### src/rtl/lif_chain.sv
// Chain of leaky integrate-and-fire neurons; neuron k>0 is driven by the registered spike of neuron k-1.
// Optional feature: define LIF_REFRAC_EN to enable per-neuron refractory counters.
module lif_chain #(
  parameter int N_NEURONS  = 3,
  parameter int W          = 8,
  parameter int THRESH     = 200,
  parameter int LEAK_SHIFT = 2,
  parameter int WEIGHT     = 200,
  parameter int REFRAC     = 3
) (
  input  logic                 clk,
  input  logic                 rst,
  input  logic                 ena,
  input  logic [W-1:0]         isyn,
  input  logic [3:0]           sel,
  input  logic                 cnt_clr,
  output logic [N_NEURONS-1:0] spike,
  output logic [W-1:0]         vmem,
  output logic [15:0]          spike_cnt
);

  localparam logic [W:0]   SAT      = {1'b0, {W{1'b1}}};
  localparam logic [W:0]   THRESH_W = (W+1)'(THRESH);
  localparam logic [W-1:0] WEIGHT_W = W'(WEIGHT);

  logic [W-1:0]         v        [N_NEURONS];
  logic [W-1:0]         v_nxt    [N_NEURONS];
  logic [W-1:0]         inp      [N_NEURONS];
  logic [W:0]           sum      [N_NEURONS];
  logic [N_NEURONS-1:0] spike_nxt;
  logic [N_NEURONS-1:0] upstream;

`ifdef LIF_REFRAC_EN
  localparam logic [3:0] REFRAC_W = 4'(REFRAC);
  logic [3:0] refr     [N_NEURONS];
  logic [3:0] refr_nxt [N_NEURONS];
`endif

  // Bit k carries spike[k-1]; bit 0 is unused because neuron 0 is fed by isyn.
  assign upstream = spike << 1;

  // NOTE: every combinational output gets a default first so no path leaves it unassigned (no latch).
  always_comb begin
    spike_nxt = '0;
    for (int k = 0; k < N_NEURONS; k++) begin
      v_nxt[k] = '0;
`ifdef LIF_REFRAC_EN
      refr_nxt[k] = '0;
`endif
      inp[k] = (k == 0) ? isyn : (upstream[k] ? WEIGHT_W : '0);
      // V - (V>>LEAK_SHIFT) never goes negative, so only the top end needs saturation.
      sum[k] = {1'b0, v[k]} - {1'b0, (v[k] >> LEAK_SHIFT)} + {1'b0, inp[k]};
      if (sum[k] > SAT) sum[k] = SAT;
`ifdef LIF_REFRAC_EN
      if (refr[k] != 4'd0) begin
        refr_nxt[k] = refr[k] - 4'd1;
      end else if (sum[k] >= THRESH_W) begin
        spike_nxt[k] = 1'b1;
        refr_nxt[k]  = REFRAC_W;
      end else begin
        v_nxt[k] = sum[k][W-1:0];
      end
`else
      if (sum[k] >= THRESH_W) spike_nxt[k] = 1'b1;
      else                    v_nxt[k]     = sum[k][W-1:0];
`endif
    end
  end

  // NOTE: state registers use non-blocking assignments so every neuron sees the pre-edge spike of its neighbour.
  // NOTE: the membrane and refractory arrays are small registers, not RAM, so they are reset like any other flop.
  always_ff @(posedge clk or posedge rst) begin
    if (rst) begin
      spike <= '0;
      for (int k = 0; k < N_NEURONS; k++) begin
        v[k] <= '0;
`ifdef LIF_REFRAC_EN
        refr[k] <= '0;
`endif
      end
    end else if (ena) begin
      spike <= spike_nxt;
      for (int k = 0; k < N_NEURONS; k++) begin
        v[k] <= v_nxt[k];
`ifdef LIF_REFRAC_EN
        refr[k] <= refr_nxt[k];
`endif
      end
    end
  end

  // Clear wins over increment and works even while updates are frozen.
  always_ff @(posedge clk or posedge rst) begin
    if (rst)                                spike_cnt <= '0;
    else if (cnt_clr)                       spike_cnt <= '0;
    else if (ena && spike_nxt[N_NEURONS-1]) spike_cnt <= spike_cnt + 16'd1;
  end

  always_comb begin
    vmem = '0;
    for (int k = 0; k < N_NEURONS; k++)
      if (sel == 4'(k)) vmem = v[k];
  end

endmodule

### config.mk
export PLATFORM = sky130hd
export DESIGN_NAME = lif_chain
export DESIGN_NICKNAME = d
export VERILOG_FILES = /design/src/rtl/lif_chain.sv
export SDC_FILE = /design/constraint.sdc
export NUM_CORES = 1
export LEC_CHECK = 0
export ABC_AREA = 1
export CORE_MARGIN = 8
export CORE_UTILIZATION = 52
export DETAILED_ROUTE_END_ITERATION = 12
export GPL_TIMING_DRIVEN = 0
export PLACE_DENSITY = 0.79
export RECOVER_POWER = 100
export SLEW_MARGIN = 5
export SYNTH_ARGS = -nofsm -noshare
export SYNTH_HDL_FRONTEND = slang
export SYNTH_SLANG_ARGS = --single-unit
### constraint.sdc
create_clock -name clk -period 2.7 [get_ports clk]
set_clock_uncertainty 0.15 [all_clocks]
set_input_delay 0.54 -clock clk [delete_from_list [all_inputs] [get_ports clk]]
set_output_delay 0.54 -clock clk [all_outputs]
set_load 0.005 [all_outputs]
# ---- Word level (Yosys, flattened, before mapping)
# Cells that the tools add are included.
dict set report totals {
  reg_bits 43
  latch_bits 0
  ramBits 0
  mem_bits_ro 0
  inputBits 16
  out_inout_bits 27
  word_cells 39
  memories 0
}
dict set report op_classes {
  addsub 7
  n_mul 0
  div 0
  magnitude_cmp 6
  eq_ne 2
  n_shift 0
  mux 16
  bitwise_logic 0
  n_reduce_logical 3
}
# operator count
set ops {}
lappend ops {{$mux 8} 8}
lappend ops {{$mux 16} 2}
lappend ops {{$add 9x8->9} 3}
lappend ops {{$ge 9x8->1 const B} 3}
lappend ops {{$gt 9x8->1 const B} 3}
lappend ops {{$mux 9} 3}
lappend ops {{$sub 8x6->9} 3}
lappend ops {{$add 16x1->16 const B} 1}
lappend ops {{$eq 4x1->1 const B} 1}
lappend ops {{$eq 4x2->1 const B} 1}
lappend ops {{$logic_not 4->1} 1}
lappend ops {{$mux 1} 3}
lappend ops {{$reduce_bool 2->1} 1}
lappend ops {{$logic_and 1x1->1} 1}

# ---- Longest topological paths before layout
# Gate-level depths: netlist of the first run.
dict set report depth {
  ltp_word 9
  mapped_depth 19
  depth_no_buf 18
}

# ---- Least setup slack after synthesis of the first run
# Ideal clock, no wire load.
dict set report synth_timing {
  path_kind {input to register}
  start {in isyn[1]}
  end {reg v[16] (netlist name)}
  setup_ns 0.122
  arrival_time_ns 2.468
  required_ns 2.428
  path_slack_ns -0.040
  stages 14
  path_buffers 0
  cell_sequence {inv_1 -> fa_1 -> inv_1 -> fa_1 -> nand3_1 -> nand2_1 -> nand2_1 -> nand2_1 -> nand2_1 -> nand2_2 -> nand3_1 -> nand2_1 -> nor2_2 -> nor2_1}
}
dict set report synth_via {
  elab_chain_len 5
}
# item line
set synth_rtl {}
lappend synth_rtl {{start, declared} 14} ;# input logic [W-1:0] isyn,
lappend synth_rtl {{$add 9x8->9 *} 52} ;# sum[k] = {1'b0, v[k]} - {1'b0, (v[k] >> LEAK_SHIFT)} + {1'b0, inp[k]};
lappend synth_rtl {{$gt 9x8->1} 53} ;# if (sum[k] > SAT) sum[k] = SAT;
lappend synth_rtl {{$mux 9 *} 53}
lappend synth_rtl {{$ge 9x8->1} 64} ;# if (sum[k] >= THRESH_W) spike_nxt[k] = 1'b1;
lappend synth_rtl {{$mux 8 *} 64}
lappend synth_rtl {{end signal, assigned by index} 84} ;# v[k] <= v_nxt[k];
lappend synth_rtl {{end, declared} 26} ;# logic [W-1:0] v [N_NEURONS];
# Mark *: on every way between the ends. The rest lies on a longest branch, timed or not.
# A chain may end at the register's enable or synchronous reset.

# ---- Final worst setup path of the first run
dict set report layout_timing {
  start {reg v[3] (netlist name)}
  end {reg spike_cnt[9]}
}
dict set report layout_via {
  elab_chain_len 8
}
# item line
set layout_rtl {}
lappend layout_rtl {{$sub 8x6->9 *} 52}
lappend layout_rtl {{$add 9x8->9 *} 52}
lappend layout_rtl {{$gt 9x8->1} 53}
lappend layout_rtl {{$mux 9 *} 53}
lappend layout_rtl {{$ge 9x8->1 *} 64}
lappend layout_rtl {{$mux 1 *} 64}
lappend layout_rtl {{$logic_and 1x1->1 *} 96} ;# else if (ena && spike_nxt[N_NEURONS-1]) spike_cnt <= spike_cnt + 16'd1;
lappend layout_rtl {{$reduce_bool 2->1 (no source line) *} --}
lappend layout_rtl {{end signal, assigned} 96}
lappend layout_rtl {{end, declared} 19} ;# output logic [15:0] spike_cnt
# Marked as above.

==> out/metrics.cfg, run 1 <==
[timing]
hold_ws_ns=0.336
slew_headroom_pct=42.3
tightest_slew_ns=0.866
slew_violations=0
setup_viol_count_final=0
layout_setup_ws_ns=0.0186
fmax_mhz=373
rsz0062_at_grt=true
finalCriticalPeriod_ns=2.68
final_hold_viol_count=0
period_share_pct=99.3

[setup_path]
r2r_slack_ns=0.02
cp-start-kind=flop
path_max_fanout=5
reg2reg_depth=15
required_ns=2.74
worstSetupEndpointType=flop
critPathArrivalTime_ns=2.72
regToRegEndpoint=spike_cnt[9]
r2r-start=v[3]
path_class=flop to flop

[logic_synthesis]
syn-num-nets=619
ys_warn_count=0
seq_area_frac_synth_pct=26.3
synth_cell_types=36
synth_flop_cell=dfrtp_1
synth_edf_count=0
netlist_area_um2=4090
synth_seq_cells=43
syn-instance-count=553
synth-async-reset-ratio_pct=100
synth_area_per_cell_um2=7.39

[placement]
dpl.hpwl_um=7600
place_inst=698
io_buffers=42
dp_worst_setup_slack_ns=-0.825
gp_congestion=0.884

[floorplanning]
start_util_pct=53.2
num_rows=32
dieWidth_um=105
die_h_um=105
io_pins=43
fp.coreArea_um2=7690
die-area_um2=11000

[cts]
clk_path_buf_depth=2
clock_sinks=43
cts.clk_slew.worst_paths_ns=0.08
cts-root-buf=clkbuf_8
cts_tree=done
numCtsBuffers=5
htreeDepth=2
worstSkewPairLatency_ns=0.30

[layout]
final_nets=699
layout_commonest_cell=nand2_1
drive_gt1_share_pct=26.6
fin_cells=734
syn_to_final_growth_pct=34.0
n_antenna_cell=0
final_cell_mix=nand2_1 (113), inv_1 (93), dfrtp_1 (40)

[route]
wl_um=11000
drc=0
wl_per_cell_um=15.0
viasPerCell=5.44
first_pass_iters=4
vias=3991
drt_iter0_drc=224
ant_nets=0

[job]
cap_violations=0

[worst_hold_path]
hp-class=flop to flop
worstHoldStart=v[15]
hold_depth=2
whs_endpoint=v[15]

[grt]
grt_max_degree=35
grt.total_usage_pct=18.8
grt.overflow.total=0
grt_pass1_wl_um=17600
antenna_found_initial=0
grt_pass1_vias=3915

[status]
status=completed

## how the worst max path moves through the flow
stage                    to     from  depth (start not counted)
2_1_floorplan         v[16]  isyn[1]                         14
3_3_place_gp        vmem[7]   sel[3]                          5
3_5_place_dp        vmem[6]   sel[3]                          5
4_1_cts        spike_cnt[6]     v[3]                         18
5_1_grt        spike_cnt[9]     v[3]                         15
6_report       spike_cnt[9]     v[3]                         15
## state kept, by name, indices dropped and copies added (netlist names)
register	count
spike_cnt	16
v	24
spike	3
## routing by layer
layer / GRT usage [%] / part of all wire, % / up-vias
met5: 0 / 0 / -
met4: 8.56 / 3.2 / 0
met3: 3.01 / 5.4 / 33
met2: 32.0 / 50 / 128
met1: 22.9 / 41 / 1887
li1: - / - / 1943
## timing repair
action	4_1_cts	5_1_grt
hold buffers	0	0
cloned	1	1
gates resized for setup	72	69
pin swaps	31	52
endpoints found under the setup margin	42	48
endpoints found under the hold margin	0	0
buffers inserted	15	13
## cell usage after synthesis (all sizes together) (8+ instances only)
| library cell | n | share of area (%) |
|---|---|---|
| fa | 10 | 4.9 |
| nor2 | 28 | 3.1 |
| a21oi | 25 | 3.6 |
| dfrtp | 43 | 26 |
| o21ai | 21 | 2.6 |
| nand2 | 148 | 15 |
| xor2 | 15 | 3.2 |
| ha | 40 | 12 |
| nand3 | 64 | 10 |
| inv | 106 | 9.7 |
| nand4 | 11 | 1.7 |
| o221ai | 8 | 1.7 |
## worst max-delay path: stages (launching register included)
cell     delay (ns)
dfrtp_2        0.44
fa_1           0.53
ha_4           0.34
nand3_4        0.09
nand3_4        0.10
nand2_4        0.08
nand2_4        0.07
nand2_4        0.06
nand2_8        0.09
nand3_4        0.11
nand2_4        0.12
nor2_8         0.05
buf_12         0.12
buf_12         0.13
nand3_2        0.06
nand2_2        0.05
## metrics by stage
step	setup TNS [ns]	util, %	area (µm²)
CTS	0	66.1	5080
finish	0	71.3	5480
global route	-0.963	71.3	5480
floorplan	0	-	4100
global placement	-12.34	60.4	4650
detailed placement	-14.59	60.7	4670
## cell type report
cell class / instances / area, µm²
plain buffers: 10 / 70.1
clock buffers: 6 / 72.6
fillers: 581 / 2210
inverters: 107 / 402
multi-input cells: 394 / 3050
flip-flops and latches: 43 / 1080
well taps: 102 / 128
repair buffers: 72 / 674
## cells by family (layout without fill, tap and decap cells)
| family | after synthesis | after routing | share of synthesized area, % |
|---|---|---|---|
| adder cells (fa/ha/maj) | 50 | 50 | 17.1 |
| XOR/XNOR | 20 | 20 | 4.28 |
| buffers and inverters | 117 | 195 | 11.5 |
| AND/OR/NAND/NOR | 266 | 267 | 32.3 |
| flip-flops | 43 | 43 | 26.3 |
| AO/OA/AOI/OAI | 57 | 57 | 8.45 |
Power of run 1 is left out: the tool's default activity adds up to more than one toggle a clock period on the data nets, which glitch-free logic cannot reach.
==> inputs of run 2 (changes only) <==
--- a/config.mk
+++ b/config.mk
@@ -6,6 +6,7 @@
 export NUM_CORES = 1
 export LEC_CHECK = 0
 export ABC_AREA = 1
+export CAP_MARGIN = 20
 export CORE_MARGIN = 8
 export CORE_UTILIZATION = 52
 export DETAILED_ROUTE_END_ITERATION = 12
==> results of run 2 <==
No change in the layout: final DEF, timing and power equal those of run 1.
Power of run 2 is left out for the same reason.
